### config.mk
export PLATFORM = sky130hd
export DESIGN_NAME = stack_feeder
export DESIGN_NICKNAME = d
export VERILOG_FILES = /design/src/rtl/ccm_pkg.sv /design/src/rtl/col_row_counter.sv /design/src/rtl/stack_feeder.sv
export SDC_FILE = /design/constraint.sdc
export NUM_CORES = 1
export LEC_CHECK = 0
export BUFFER_PORTS_ARGS = -buffer_cell sky130_fd_sc_hd__clkbuf_2
export CORE_MARGIN = 2
export CORE_UTILIZATION = 52
export CTS_CLUSTER_DIAMETER = 60
export DETAILED_ROUTE_END_ITERATION = 10
export GPL_TIMING_DRIVEN = 0
export PLACE_DENSITY = 0.77
export SYNTH_ARGS = -nofsm -noshare
export SYNTH_HDL_FRONTEND = slang
export SYNTH_HIERARCHICAL = 1
export SYNTH_SLANG_ARGS = --single-unit
### constraint.sdc
create_clock -name clk -period 2.9 [get_ports clk]
set_clock_uncertainty 0.1 [all_clocks]
set_input_delay 0.145 -clock clk [delete_from_list [all_inputs] [get_ports clk]]
set_output_delay 0.145 -clock clk [all_outputs]
set_load 0.01 [all_outputs]
### src/rtl/ccm_pkg.sv
// Shared CCM definitions: feeder state encoding and common widths.
package ccm_pkg;

  localparam int COL_W      = 9;
  localparam int DEFAULT_DW = 8;

  typedef enum logic [1:0] {
    ST_IDLE  = 2'd0,
    ST_RUN   = 2'd1,
    ST_FLUSH = 2'd2,
    ST_DONE  = 2'd3
  } state_t;

endpackage

### src/rtl/col_row_counter.sv
// Column counter that wraps at COLS and carries into a row counter.
module col_row_counter
  import ccm_pkg::*;
#(
  parameter int COLS = 256
) (
  input  logic             clk,
  input  logic             rst_n,
  input  logic             clear,
  input  logic             inc,
  output logic [COL_W-1:0] col_cnt,
  output logic [COL_W-1:0] row_cnt,
  output logic             col_last
);

  assign col_last = (col_cnt == COL_W'(COLS - 1));

  // Clear wins over increment so a restart never inherits a stale position.
  always_ff @(posedge clk or negedge rst_n) begin
    if (!rst_n) begin
      col_cnt <= '0;
      row_cnt <= '0;
    end else if (clear) begin
      col_cnt <= '0;
      row_cnt <= '0;
    end else if (inc) begin
      if (col_last) begin
        col_cnt <= '0;
        row_cnt <= row_cnt + COL_W'(1);
      end else begin
        col_cnt <= col_cnt + COL_W'(1);
      end
    end
  end

endmodule

### src/rtl/stack_feeder.sv
// Write-side controller for the dual-stack array: streams pixel pairs into
// the stacks column by column, then pushes one zero row to flush the last row.
module stack_feeder
  import ccm_pkg::*;
#(
  parameter int COLS = 256,
  parameter int ROWS = 256,
  parameter int DW   = DEFAULT_DW
) (
  input  logic             clk,
  input  logic             rst_n,
  input  logic             start,
  input  logic             abort,
  input  logic             in_valid,
  output logic             in_ready,
  input  logic [DW-1:0]    in_data1,
  input  logic [DW-1:0]    in_data2,
  output logic             en,
  output logic [COL_W-1:0] col,
  output logic [DW-1:0]    buf_in1,
  output logic [DW-1:0]    buf_in2,
  output logic             prev_valid,
  output logic [COL_W-1:0] row,
  output logic             busy,
  output logic             frame_done
);

  state_t           state_q;
  state_t           state_d;
  logic             cnt_clear;
  logic             cnt_inc;
  logic [COL_W-1:0] col_cnt;
  logic [COL_W-1:0] row_cnt;
  logic             col_last;
  logic             accept;

  assign in_ready = (state_q == ST_RUN);
  assign busy     = (state_q != ST_IDLE);
  assign accept   = in_valid && in_ready;

  col_row_counter #(.COLS(COLS)) u_counter (
    .clk      (clk),
    .rst_n    (rst_n),
    .clear    (cnt_clear),
    .inc      (cnt_inc),
    .col_cnt  (col_cnt),
    .row_cnt  (row_cnt),
    .col_last (col_last)
  );

  always_ff @(posedge clk or negedge rst_n) begin
    if (!rst_n) state_q <= ST_IDLE;
    else        state_q <= state_d;
  end

  // The last accepted column wraps the counter to zero, so FLUSH starts at col 0.
  always_comb begin
    state_d   = state_q;
    cnt_clear = 1'b0;
    cnt_inc   = 1'b0;
    if (abort) begin
      state_d   = ST_IDLE;
      cnt_clear = 1'b1;
    end else begin
      case (state_q)
        ST_IDLE: begin
          if (start) begin
            state_d   = ST_RUN;
            cnt_clear = 1'b1;
          end
        end
        ST_RUN: begin
          if (accept) begin
            cnt_inc = 1'b1;
            if (col_last && (row_cnt == COL_W'(ROWS - 1))) state_d = ST_FLUSH;
          end
        end
        ST_FLUSH: begin
          cnt_inc = 1'b1;
          if (col_last) state_d = ST_DONE;
        end
        ST_DONE: state_d = ST_IDLE;
        default: state_d = ST_IDLE;
      endcase
    end
  end

  // Strobes default low each cycle; col/row/buf_in hold between pushes.
  always_ff @(posedge clk or negedge rst_n) begin
    if (!rst_n) begin
      en         <= 1'b0;
      col        <= '0;
      row        <= '0;
      buf_in1    <= '0;
      buf_in2    <= '0;
      prev_valid <= 1'b0;
      frame_done <= 1'b0;
    end else begin
      en         <= 1'b0;
      prev_valid <= 1'b0;
      frame_done <= 1'b0;
      if (!abort) begin
        case (state_q)
          ST_RUN: begin
            if (accept) begin
              en         <= 1'b1;
              col        <= col_cnt;
              row        <= row_cnt;
              buf_in1    <= in_data1;
              buf_in2    <= in_data2;
              prev_valid <= (row_cnt != '0);
            end
          end
          ST_FLUSH: begin
            en         <= 1'b1;
            col        <= col_cnt;
            row        <= COL_W'(ROWS);
            buf_in1    <= '0;
            buf_in2    <= '0;
            prev_valid <= 1'b1;
          end
          ST_DONE: frame_done <= 1'b1;
          default: ;
        endcase
      end
    end
  end

endmodule

==> impl_metrics.csv <==
group,metric,value,unit
status,run_status,"finished, final reports clean",
drt,avgRoutedWirePerCell,14.0,um
floorplan,floorplan.initialDensity,53.3,%
drt,vias,2289,
floorplan,io_pins,60,
synth,flops_latches_synth,57,
floorplan,fp.dieArea,5800,um^2
clock_tree,worst_skew_pair.late_latency,330,ps
clock_tree,cts_inserted_buffers,9,
drt,drtAntennaViolNets,0,
power,ir_worst_vdd,468,uV
drt,first_pass_iters,4,
global_routing,globalRouteOverflowTotal,0,
sta,holdWs,55.1,ps
synth,synthesis_warnings,6,
synth,synth.area.top_cells,"sky130_fd_sc_hd__dfrtp_1, sky130_fd_sc_hd__nand2_1, sky130_fd_sc_hd__nand3b_1",
drt,drt-total-wl,6160,um
sta,slew_headroom,56.3,%
global_routing,grt_pass1_wl,10500,um
floorplan,placeableCoreArea,5070,um^2
critical_path,r2r_slack,410,ps
sta,final_period_minus_worst_setup_slack,2490,ps
cells_and_area,antenna-diode-count,0,
cells_and_area,fraction_of_layout_cells_with_a_size_suffix_above_1,25.4,%
synth,synthAdderAreaFrac,3.24,%
global_routing,groute.usage.overall,22.8,%
synth,synth_largest_type_area_fraction,52.7,%
clock_tree,sink_count,57,
critical_path,timing.critical_path.from_type,"flop",
sta,setup-violations-final,0,
cells_and_area,area_delta_synth_final,28.0,%
drt,detail_route.iter0.violations,87,
synth,mappedNetlistArea,2710,um^2
clock_tree,cts.reportedPaths.clkPinSlew,70,ps
synth,syn_avg_cell_area,9.81,um^2
power,power_leakage,0.00182,uW
power,power.density_cell_area,689,nW/um^2
place,buffer_ports.inserted,59,
run,drv.max_cap_violation_count,0,
synth,predominant_post_synthesis_flop_cell,"sky130_fd_sc_hd__dfrtp_1",
clock_tree,cts-htree-levels,3,
synth,synth_seq_area_share,52.7,%
floorplan,width_of_the_die,76.1,um
synth,synth_edf_count,0,
drt,drc,0,
clock_tree,cts_tree,"yes",
synth,synth_compound_area_share,5.22,%
synth,synth-xor-area-share,3.24,%
place,globalplace.congestion,0.837,
synth,yosys.area_share.simple,30.3,%
clock_tree,clock_tree_root_driver_cell,"sky130_fd_sc_hd__clkbuf_8",
worst_hold_path,min-delay-path-class,"input port to flop",
synth,synth_top_family_by_area,"simple AND/OR/NAND/NOR gates",
synth,synth_fp_nets,304,
global_routing,antenna_found_initial,0,
critical_path,timing.critical_path.arrival,2600,ps
drt,vias_per_cell,5.20,
global_routing,vias_in_the_first_global_route,2243,
synth,synth.most_common_cell,"sky130_fd_sc_hd__nand2_1",
synth,synth_async_sr_flop_share,100,%
cells_and_area,design.final.nets,393,
sta,max_freq,402,MHz
synth,synth_cell_type_count,46,
critical_path,worstSetupPathType,"flop to flop",
floorplan,std_cell_rows,26,
clock_tree,post_cts_resize_count,0,
critical_path,endpoint_kind,"flop",
synth,synth.area.mux_share,1.66,%
synth,synthTopCellsByCount,"sky130_fd_sc_hd__nand2_1, sky130_fd_sc_hd__dfrtp_1, sky130_fd_sc_hd__nand3b_1",
sta,report.final.slew_viol_count,0,
floorplan,die_h,76.1,um
synth,synth_top_area_cell,"sky130_fd_sc_hd__dfrtp_1",
critical_path,largest_driver_fanout_on_the_critical_path,10,
clock_tree,post-cts-setup-buffers,0,
place,detailedPlacementHpwl,3960,um
sta,timing.final.crit_share,85.7,%
sta,final.setup.tns,0,ps
synth,netlist_instances,276,
clock_tree,cts-root-to-sink-buffers,2,
sta,finalHoldViolCount,0,
sta,tightest_slew,655,ps
global_routing,grt_max_degree,34,
sta,grt_setup_unrepaired,"no",
critical_path,cp_data_required_time,3020,ps
## critical path, stage by stage (launching register included)
cell and delay, ps:
sky130_fd_sc_hd__dfrtp_1 410, sky130_fd_sc_hd__inv_1 120, sky130_fd_sc_hd__ha_1 300, sky130_fd_sc_hd__a21oi_1 100, sky130_fd_sc_hd__nor2_1 170, sky130_fd_sc_hd__buf_4 200
sky130_fd_sc_hd__and4_1 190, sky130_fd_sc_hd__buf_4 150, sky130_fd_sc_hd__and4_4 240, sky130_fd_sc_hd__nand3_2 80, sky130_fd_sc_hd__mux2_4 300
## cells in the final DEF (no fill, tap or decap), drive strengths merged, types with 5 or more instances in the layout
cell / n
ha: 7
nand3b: 25
dlygate4sd3: 18
nand2: 81
nand2b: 5
nor2: 13
clkbuf: 75
and3: 5
nand3: 7
a21oi: 6
dfrtp: 57
xor2: 5
xnor2: 5
buf: 12
inv: 6
nand4: 5
## through the flow
step / instances / util, % / setup WS, ps / area (um^2) / power (uW)
3_5_place_dp: 406 / 61.3 / 432 / 3110 / 1710
4_1_cts: 440 / 68.2 / 418 / 3460 / 2390
3_3_place_gp: 405 / 60.9 / 456 / 3090 / 1690
5_1_grt: 440 / 68.2 / 251 / 3460 / 2540
2_1_floorplan: 276 / - / 600 / 2710 / 1450
6_report: 440 / 68.2 / 414 / 3460 / 2390
## report_power, final
part,switching (uW),total [uW],internal [uW]
registers,68.9,986,918
logic,448,746,298
clock network,300,653,353
total,817,2390,1570
## what timing repair did
action	in CTS	in global routing
endpoints found under the setup margin	0	0
hold buffers	18	0
hold endpoints to repair	41	0
## cell families after synthesis
family	after synthesis
simple gates	159
buf+inv	20
flops	57
fa+ha+maj	7
compound gates	19
mux	4
xor+xnor	10
## registers in the layout, indices dropped and copies added (netlist names)
signal / cells
col: 9
row: 9
u_counter/col_cnt: 9
u_counter/row_cnt: 9
buf_in1: 8
buf_in2: 8
state_q: 2
en: 1
frame_done: 1
prev_valid: 1
## final cells by class
class                           count  area, um^2
Clock inverter                      3        15.0
Sequential cell                    57        1430
Buffer                             14        76.3
Inverter                            6        22.5
Multi-Input combinational cell    199        1180
Tap cell                           70        87.6
Timing Repair Buffer               78         495
Fill cell                         392        1610
Clock buffer                       13         159
## routing by layer
metal / routed length [um] / up-vias / track usage, %
li1: - / 1110 / -
met1: 2820 / 1084 / 29.8
met2: 2890 / 83 / 36.5
met3: 327 / 12 / 4.98
met4: 116 / 0 / 10.9
met5: 0 / - / 0
## worst paths after layout
kind                                                     to  cells after the start                    from
max                        u_counter/row_cnt[8]$_DFFE_PN0P_                     10  state_q[1]$_DFFE_PN0P_
max in group asynchronous                col[3]$_DFFE_PN0P_                      3                   rst_n
min                                            en$_DFF_PN0_                      3                in_valid
max reg2reg                u_counter/row_cnt[8]$_DFFE_PN0P_                     10  state_q[1]$_DFFE_PN0P_
min in group asynchronous  u_counter/row_cnt[8]$_DFFE_PN0P_                      2                   rst_n
min reg2reg                              row[4]$_DFFE_PN0P_                      2      row[4]$_DFFE_PN0P_
Note: power is estimated with default switching activity, not from simulation.
